--- src/rtl/muldiv_sequencer.sv ---
// Iterative multiply/divide engine owning the architectural HI/LO registers.
// One product/quotient bit per cycle, fixed latency, sign fix-up in a final state.
module muldiv_sequencer #(
    parameter int WIDTH = 32
) (
    input  logic               clk,
    input  logic               reset,
    input  logic               start,
    input  logic [1:0]         op,
    input  logic [WIDTH-1:0]   srca,
    input  logic [WIDTH-1:0]   srcb,
    input  logic               abort,
    input  logic               wrhi,
    input  logic               wrlo,
    input  logic               rdhilo,
    output logic               busy,
    output logic               done,
    output logic               stall,
    output logic [WIDTH-1:0]   hi,
    output logic [WIDTH-1:0]   lo,
    output logic [1:0]         o_dbg_state
);

    localparam int CW = (WIDTH > 1) ? $clog2(WIDTH) : 1;
    localparam logic [CW-1:0] LAST = CW'(WIDTH - 1);

    typedef enum logic [1:0] {
        S_IDLE  = 2'd0,
        S_MUL   = 2'd1,
        S_DIV   = 2'd2,
        S_FIXUP = 2'd3
    } state_t;

    state_t               r_state;
    state_t               w_next;
    logic                 w_load;
    logic                 w_write;

    logic [CW-1:0]        r_count;
    logic [2*WIDTH-1:0]   r_acc;
    logic [WIDTH-1:0]     r_opnd;
    logic [WIDTH-1:0]     r_raw_a;
    logic                 r_is_div;
    logic                 r_neg_q;
    logic                 r_neg_r;
    logic                 r_divz;
    logic [WIDTH-1:0]     r_hi;
    logic [WIDTH-1:0]     r_lo;
    logic                 r_done;

    logic                 w_a_neg;
    logic                 w_b_neg;
    logic [WIDTH-1:0]     w_abs_a;
    logic [WIDTH-1:0]     w_abs_b;
    logic [WIDTH:0]       w_mul_sum;
    logic [2*WIDTH-1:0]   w_mul_acc;
    logic [WIDTH:0]       w_rem_sh;
    logic [WIDTH+1:0]     w_diff;
    logic                 w_div_neg;
    logic [2*WIDTH-1:0]   w_div_acc;
    logic [2*WIDTH-1:0]   w_prod;
    logic [WIDTH-1:0]     w_quot;
    logic [WIDTH-1:0]     w_rem;
    logic [WIDTH-1:0]     w_res_hi;
    logic [WIDTH-1:0]     w_res_lo;

    // Only the signed ops (op[0]=1) take magnitudes; unsigned operands pass through.
    assign w_a_neg = op[0] & srca[WIDTH-1];
    assign w_b_neg = op[0] & srcb[WIDTH-1];
    assign w_abs_a = w_a_neg ? -srca : srca;
    assign w_abs_b = w_b_neg ? -srcb : srcb;

    // Multiply: acc = {partial, multiplier}; add on LSB, then shift right.
    assign w_mul_sum = {1'b0, r_acc[2*WIDTH-1:WIDTH]} + (r_acc[0] ? {1'b0, r_opnd} : '0);
    assign w_mul_acc = {w_mul_sum, r_acc[WIDTH-1:1]};

    // Restoring divide: acc = {remainder, dividend/quotient}; shift left, trial subtract.
    assign w_rem_sh  = {r_acc[2*WIDTH-1:WIDTH], r_acc[WIDTH-1]};
    assign w_diff    = {1'b0, w_rem_sh} - {2'b00, r_opnd};
    assign w_div_neg = w_diff[WIDTH+1];
    assign w_div_acc = {(w_div_neg ? w_rem_sh[WIDTH-1:0] : w_diff[WIDTH-1:0]),
                        r_acc[WIDTH-2:0], ~w_div_neg};

    assign w_prod = r_neg_q ? -r_acc : r_acc;
    assign w_quot = r_neg_q ? -r_acc[WIDTH-1:0] : r_acc[WIDTH-1:0];
    assign w_rem  = r_neg_r ? -r_acc[2*WIDTH-1:WIDTH] : r_acc[2*WIDTH-1:WIDTH];

    always_comb begin
        w_res_hi = w_prod[2*WIDTH-1:WIDTH];
        w_res_lo = w_prod[WIDTH-1:0];
        if (r_is_div) begin
            if (r_divz) begin
                w_res_hi = r_raw_a;
                w_res_lo = '1;
            end else begin
                w_res_hi = w_rem;
                w_res_lo = w_quot;
            end
        end
    end

    always_comb begin
        w_next  = r_state;
        w_load  = 1'b0;
        w_write = 1'b0;
        case (r_state)
            S_IDLE: begin
                if (start && !abort) begin
                    w_load = 1'b1;
                    w_next = op[1] ? S_DIV : S_MUL;
                end
            end
            S_MUL, S_DIV: begin
                if (abort) begin
                    w_next = S_IDLE;
                end else if (r_count == LAST) begin
                    w_next = S_FIXUP;
                end
            end
            S_FIXUP: begin
                w_next  = S_IDLE;
                w_write = !abort;
            end
            default: w_next = S_IDLE;
        endcase
    end

    always_ff @(posedge clk or negedge reset) begin
        if (!reset) begin
            r_state <= S_IDLE;
        end else begin
            r_state <= w_next;
        end
    end

    always_ff @(posedge clk or negedge reset) begin
        if (!reset) begin
            r_count  <= '0;
            r_acc    <= '0;
            r_opnd   <= '0;
            r_raw_a  <= '0;
            r_is_div <= 1'b0;
            r_neg_q  <= 1'b0;
            r_neg_r  <= 1'b0;
            r_divz   <= 1'b0;
            r_hi     <= '0;
            r_lo     <= '0;
            r_done   <= 1'b0;
        end else begin
            r_done <= w_write;
            if (w_load) begin
                r_count  <= '0;
                r_is_div <= op[1];
                r_neg_q  <= w_a_neg ^ w_b_neg;
                r_neg_r  <= w_a_neg;
                r_divz   <= (srcb == '0);
                r_raw_a  <= srca;
                r_opnd   <= op[1] ? w_abs_b : w_abs_a;
                r_acc    <= {{WIDTH{1'b0}}, (op[1] ? w_abs_a : w_abs_b)};
            end else if (r_state == S_MUL || r_state == S_DIV) begin
                r_count <= r_count + 1'b1;
                r_acc   <= (r_state == S_MUL) ? w_mul_acc : w_div_acc;
            end
            // Result write and mthi/mtlo are mutually exclusive: writes only land in IDLE.
            if (w_write) begin
                r_hi <= w_res_hi;
                r_lo <= w_res_lo;
            end else if (r_state == S_IDLE) begin
                if (wrhi) r_hi <= srca;
                if (wrlo) r_lo <= srca;
            end
        end
    end

    assign busy        = (r_state != S_IDLE);
    assign stall       = busy & (rdhilo | start | wrhi | wrlo);
    assign done        = r_done;
    assign hi          = r_hi;
    assign lo          = r_lo;
    assign o_dbg_state = r_state;

endmodule

--- config.mk ---
export PLATFORM = sky130hd
export DESIGN_NAME = muldiv_sequencer
export DESIGN_NICKNAME = d
export VERILOG_FILES = /design/src/rtl/muldiv_sequencer.sv
export SDC_FILE = /design/constraint.sdc
export NUM_CORES = 1
export LEC_CHECK = 0
export BUFFER_PORTS_ARGS = -buffer_cell sky130_fd_sc_hd__buf_2
export CORE_MARGIN = 3
export CORE_UTILIZATION = 40
export CTS_BUF_LIST = sky130_fd_sc_hd__clkbuf_4
export DETAILED_ROUTE_END_ITERATION = 16
export PLACE_DENSITY = 0.59
export SYNTH_ARGS = -nofsm -noshare
export SYNTH_HDL_FRONTEND = slang
export SYNTH_SLANG_ARGS = --single-unit
--- constraint.sdc ---
create_clock -name clk -period 8.3 [get_ports clk]
set_clock_uncertainty 0.15 [all_clocks]
set_input_delay 0.83 -clock clk [delete_from_list [all_inputs] [get_ports clk]]
set_output_delay 0.83 -clock clk [all_outputs]
set_load 0.01 [all_outputs]
**After elaboration in Yosys (flattened, before gate mapping)**

Cells that the tools add are included.

- Output and inout bits: 69
- Input port bits: 73
- Logic and storage cells: 80
- Bits in registers: 204

- Muxes and demuxes: 32
- Equality and inequality tests: 6
- Bitwise gates (word level): 8
- Add/subtract/negate cells: 8
- Reductions and logical operators: 14

Operator list:

| cell | count |
|---|---|
| 32-bit 2-to-1 mux | 18 |
| 64-bit 2-to-1 mux | 4 |
| 32-bit negator | 4 |
| 64-bit negator | 1 |
| 33-bit by 32-bit subtractor with 34-bit output | 1 |
| 32-bit by 32-bit adder with 33-bit output | 1 |
| 32-bit zero test | 1 |
| 5-bit 2-to-1 mux | 2 |
| 2-bit nonzero test | 5 |
| 2-bit 2-to-1 mux | 4 |
| 2-bit one-hot mux with 3 select lines | 1 |
| 2-bit AND reduction | 3 |
| 5-bit by 1-bit adder with 5-bit output (second input constant) | 1 |
| 5-bit == test (second input constant) | 1 |
| 2-bit == test (second input constant) | 2 |
| 1-bit bitwise AND | 3 |
| 1-bit 2-to-1 mux | 3 |
| 3-bit inequality test (second input constant) | 1 |
| 1-bit bitwise OR | 3 |
| 2-bit by 1-bit == test with 1-bit output (second input constant) | 1 |
| 2-bit zero test | 1 |
| 2-bit inequality test (second input constant) | 1 |
| 2-bit OR reduction | 1 |
| 1-bit logical AND | 1 |
| 4 further kinds | 4 |

**Logic depth before layout (Yosys ltp)**

- Depth after elaboration: 5
- Depth in mapped cells: 15
- Gate-level depth less buffers: 14

**Worst setup path before layout**

No wires, ideal clock.

- Kind: reg-to-reg
- Start: register r_acc[0]
- End: register r_acc[60]
- Period minus slack after synthesis: 3.296 ns
- Data arrival time: 3.015 ns
- Cell stages (with the launch flop): 15
- Library setup time: 0.132 ns
- Setup slack: 5.004 ns
- Required time: 8.018 ns
- Path buffers: 1
- Cells stage by stage: dfrtp_1 inv_1 clkbuf_1 nor2_1 ha_1 a21oi_1 o21ai_1 o211a_1 o21ai_1 o21ai_0 o311ai_1 nor3_1 o21ai_1 xor2_1 o21ai_1

- Word-level cells in the longest chain between the ends: 5

Ends and longest elaborated chain:

| element | RTL line | RTL |
|---|---|---|
| start: declaration | 40 | `logic [2*WIDTH-1:0] r_acc;` |
| start signal: assignment | 159 | `r_acc <= {{WIDTH{1'b0}}, (op[1] ? w_abs_a : w_abs_b)};` |
| start signal: assignment | 162 | `r_acc <= (r_state == S_MUL) ? w_mul_acc : w_div_acc;` |
| 32-bit 2-to-1 mux | 74 | `assign w_mul_sum = {1'b0, r_acc[2*WIDTH-1:WIDTH]} + (r_acc[0] ? {1'b0, r_opnd} : '0);` |
| 32-bit by 32-bit adder with 33-bit output | 74 |  |
| 64-bit 2-to-1 mux | 162 |  |
| 64-bit 2-to-1 mux | 160 | `end else if (r_state == S_MUL \|\| r_state == S_DIV) begin` |
| 64-bit 2-to-1 mux | 151 | `if (w_load) begin` |

Every way passes these cells. The select of a mux whose other input is x is not followed.
A chain may end at the register's enable or synchronous reset.

**Worst setup path in the final report**

- Start: register r_acc[43]
- End: register r_acc[0]

- Word-level cells in the longest chain between the ends: 5

Ends and longest elaborated chain:

| element | RTL line | RTL |
|---|---|---|
| 33-bit by 32-bit subtractor with 34-bit output | 79 | `assign w_diff = {1'b0, w_rem_sh} - {2'b00, r_opnd};` |
| 1-bit inverter | 82 | `r_acc[WIDTH-2:0], ~w_div_neg};` |
| 64-bit 2-to-1 mux | 162 |  |
| 64-bit 2-to-1 mux | 160 |  |
| 64-bit 2-to-1 mux | 151 |  |

Every way passes these cells. The select of a mux whose other input is x is not followed.

==> metrics <==
origin of the worst min-delay path=srca[28]; Reg2Reg Launch Point=r_acc[43]$_DFFE_PN0P_; Core Region=0.04213 mm2; Final WS setup=~4000 ps; First-pass DRT Iterations=6; count of fill cells added during filler insertion=between 4,000 and 5,000; buffers from clock root to sink, at most=3; reg-to-reg setup timing slack=a little under 4000 ps; CTS tree=yes; DR iter-0 viols=around 1,900; die width=213.2 um; endpoint of the worst-slack reg-to-reg timing path=r_acc[0]$_DFFE_PN0P_; clock-pin slew of the registers on the worst-case setup and hold paths=around 80 ps; gate count of the mapped netlist=approximately 2,200; Cell variety after synth=80; TritonCTS Buffers=60; Final Hold Viols=0; first-pass GRT wire length=a little over 100 mm; setup slack at placement=between 4000 and 5000 ps; via count of the first global-routing pass=roughly 16,000; worst-margin pin slew=1218 ps; routed via count=~18,000; Port-buffer cells=between 100 and 150; half-perimeter wire length of the detailed placement result=49.93 mm; root buffer cell=sky130_fd_sc_hd__clkbuf_4; nets in the synthesized netlist=2,376; Hold WC Path Type=primary input to register; number of instances resized during post-cts repair=0; Arr. time, crit path=approximately 4800 ps; Max Fanout on Critical Path=39; Hold Crit Endpoint=r_raw_a[28]$_DFFE_PN0P_; die area=between 0.04 and 0.05 mm2; Total Wirelength=~70 mm; remaining max-slew budget at the tightest pin=about a fifth; most frequently used flop master after synthesis=sky130_fd_sc_hd__dfrtp_1; initial antenna violation count=4; starting density of the core=40.75%; final setup violating endpoints=0; detail-routed via count per cell=roughly 6; die height=~210 um; hold buffer count at cts=1; Routability Congestion=between 0.9 and 1; proportion of synthesized chip area in sequential cells=29.73%; setup repair bufs after CTS=0; flip-flop and latch count after synthesis=204; H-tree levels=2; largest net degree at the start of global routing=around 110; DRC=0; row count=75; top-level I/O count=142; Layout Area Growth over Synthesis=10.33%; Synth async-reset ratio=100.0%; period utilisation layout=52.26%; number of synthesized flops with an enable pin=0; YS warnings=0; total number of clock tree sinks=approximately 200; number of maximum-capacitance violations=0; unrepaired setup endpoints after global routing=no; worst setup path category=register to register; number of cells traversed by the worst hold path=3; number of placed instances, taps included=around 2,800; proportion of netlist area held by the largest area contributor=~30%; run status=complete, no violations; final antenna-violating net count=0; Final Critical Period=about 4300 ps; final net count=~2,400; setup TNS=0 ps; top cell type by total area after synthesis=sky130_fd_sc_hd__dfrtp_1; Skew-Pair Late Insertion Delay=approximately 870 ps; share of final-layout standard cells stronger than drive strength 1=about 12%; Leakage Power=approximately 8.3 nW; maximum ir drop on the vdd rail=between 0.0004 and 0.0005 V; reg2reg path depth=12; most used standard cells in the synthesized netlist=379 x sky130_fd_sc_hd__nand2_1, 204 x sky130_fd_sc_hd__dfrtp_1, 202 x sky130_fd_sc_hd__o21ai_0, 175 x sky130_fd_sc_hd__a21oi_1, 169 x sky130_fd_sc_hd__nor2_1; Area contributors post-synth=sky130_fd_sc_hd__dfrtp_1 30%, sky130_fd_sc_hd__nand2_1 8.3%, sky130_fd_sc_hd__o21ai_0 5.9%; routed wirelength normalized by instance count=around 24 um; Total Routing Usage GR=29.28%; worst path required time=8790 ps; crit path launch type=register; mapped cell area=0.01717 mm2; fmax=0.2305 GHz; final non-filler cell total=2,888; kind of end point of the critical path=register; average size of a mapped cell=between 7 and 8 um2; fin. max-slew vios=0; remaining global-route overflow=0; dominant cell by count in the synthesized netlist=sky130_fd_sc_hd__nand2_1; ratio of total power to cell area=~470 mW/mm2
[where the power goes]
part | switching (mW) | total [mW] | internal (mW) | leakage [nW]
Sequential | 0.660 | 2.16 | 1.50 | 2.47
Combinational | 3.45 | 5.66 | 2.20 | 5.42
Clock | 0.505 | 1.01 | 0.502 | 0.458
[metal layers]
| layer | vias to the layer above | GRT usage (%) | part of all wire (%) |
|---|---|---|---|
| li1 | 8181 | - | - |
| met1 | 8550 | 41.89 | 45 |
| met2 | 831 | 42.53 | 42 |
| met3 | 135 | 7.919 | 9.7 |
| met4 | 2 | 10.16 | 3.6 |
| met5 | - | 0 | 0.025 |
[logic make-up after synthesis]
logic type      Yosys count  synth area share (%)
mux                      80                 4.700
fa+ha+maj                75                 5.553
flops                   204                 29.73
compound gates          709                 26.04
buf+inv                 229                 5.137
simple gates            764                 20.32
xor+xnor                167                 8.519
[worst max-delay path: stages, from the launching register on]
cell and delay (ps):
sky130_fd_sc_hd__dfrtp_1 630, sky130_fd_sc_hd__ha_1 380, sky130_fd_sc_hd__a211oi_1 300, sky130_fd_sc_hd__o21ai_0 160, sky130_fd_sc_hd__a32oi_1 270, sky130_fd_sc_hd__o31ai_1 180
sky130_fd_sc_hd__a31oi_1 440, sky130_fd_sc_hd__o211a_1 530, sky130_fd_sc_hd__buf_4 500, sky130_fd_sc_hd__nor2b_1 280, sky130_fd_sc_hd__a21oi_1 60, sky130_fd_sc_hd__mux2i_1 170
sky130_fd_sc_hd__a21oi_1 90
[through the flow]
stage	utilization [%]	instance area, um2	hold WS, ps	power [mW]
global route	44.96	18940	80.27	9.515
CTS	44.94	18930	64.25	8.733
floorplan	-	17170	290.3	6.027
detailed placement	43.07	18150	315.7	7.684
global placement	43.07	18150	305.9	7.614
finish	44.96	18940	136.3	8.824
[placed cells by master, fill, tap and decap left out, types with 35 or more instances in the layout]
master	count
sky130_fd_sc_hd__o211ai_1	69
sky130_fd_sc_hd__ha_1	71
sky130_fd_sc_hd__mux2i_1	75
sky130_fd_sc_hd__o21ai_0	202
sky130_fd_sc_hd__xor2_1	88
sky130_fd_sc_hd__dfrtp_1	204
sky130_fd_sc_hd__xnor2_1	79
sky130_fd_sc_hd__buf_2	139
sky130_fd_sc_hd__a21o_1	40
sky130_fd_sc_hd__nand2_1	378
sky130_fd_sc_hd__a32oi_1	35
sky130_fd_sc_hd__clkbuf_4	84
sky130_fd_sc_hd__inv_1	70
sky130_fd_sc_hd__a21oi_1	175
sky130_fd_sc_hd__nor2_1	168
[cell type report]
| class | instances | area (um2) | share of cell area (%) |
|---|---|---|---|
| Inverter | 72 | 270.3 | 1.427 |
| Antenna cell | 4 | 10.01 | 0.05284 |
| Multi-Input combinational cell | 1795 | 11220 | 59.24 |
| Tap cell | 539 | 674.4 | 3.560 |
| Sequential cell | 204 | 5105 | 26.95 |
| Timing Repair Buffer | 163 | 885.9 | 4.676 |
| Clock inverter | 27 | 145.1 | 0.7661 |
| Clock buffer | 84 | 630.6 | 3.329 |
[registers in the layout, indices dropped and copies added (netlist names)]
| name | cells |
|---|---|
| r_raw_a | 32 |
| r_acc | 64 |
| r_neg_r | 1 |
| hi | 32 |
| r_divz | 1 |
| r_is_div | 1 |
| lo | 32 |
| r_opnd | 32 |
| r_count | 5 |
| o_dbg_state | 2 |
| done | 1 |
| r_neg_q | 1 |
[how the worst max path moves through the flow]
stage	startpoint	to	slack (ps)	cells after the start
2_1_floorplan	r_acc[0]$_DFFE_PN0P_	r_acc[60]$_DFFE_PN0P_	5000	14
3_3_place_gp	r_acc[32]$_DFFE_PN0P_	hi[16]$_DFFE_PN0P_	4040	11
3_5_place_dp	r_acc[43]$_DFFE_PN0P_	r_acc[45]$_DFFE_PN0P_	4070	11
4_1_cts	r_acc[43]$_DFFE_PN0P_	r_acc[0]$_DFFE_PN0P_	4050	12
5_1_grt	r_acc[43]$_DFFE_PN0P_	r_acc[0]$_DFFE_PN0P_	3670	12
6_report	r_acc[43]$_DFFE_PN0P_	r_acc[0]$_DFFE_PN0P_	3960	12
No activity file was read; power rests on OpenSTA's default activity.
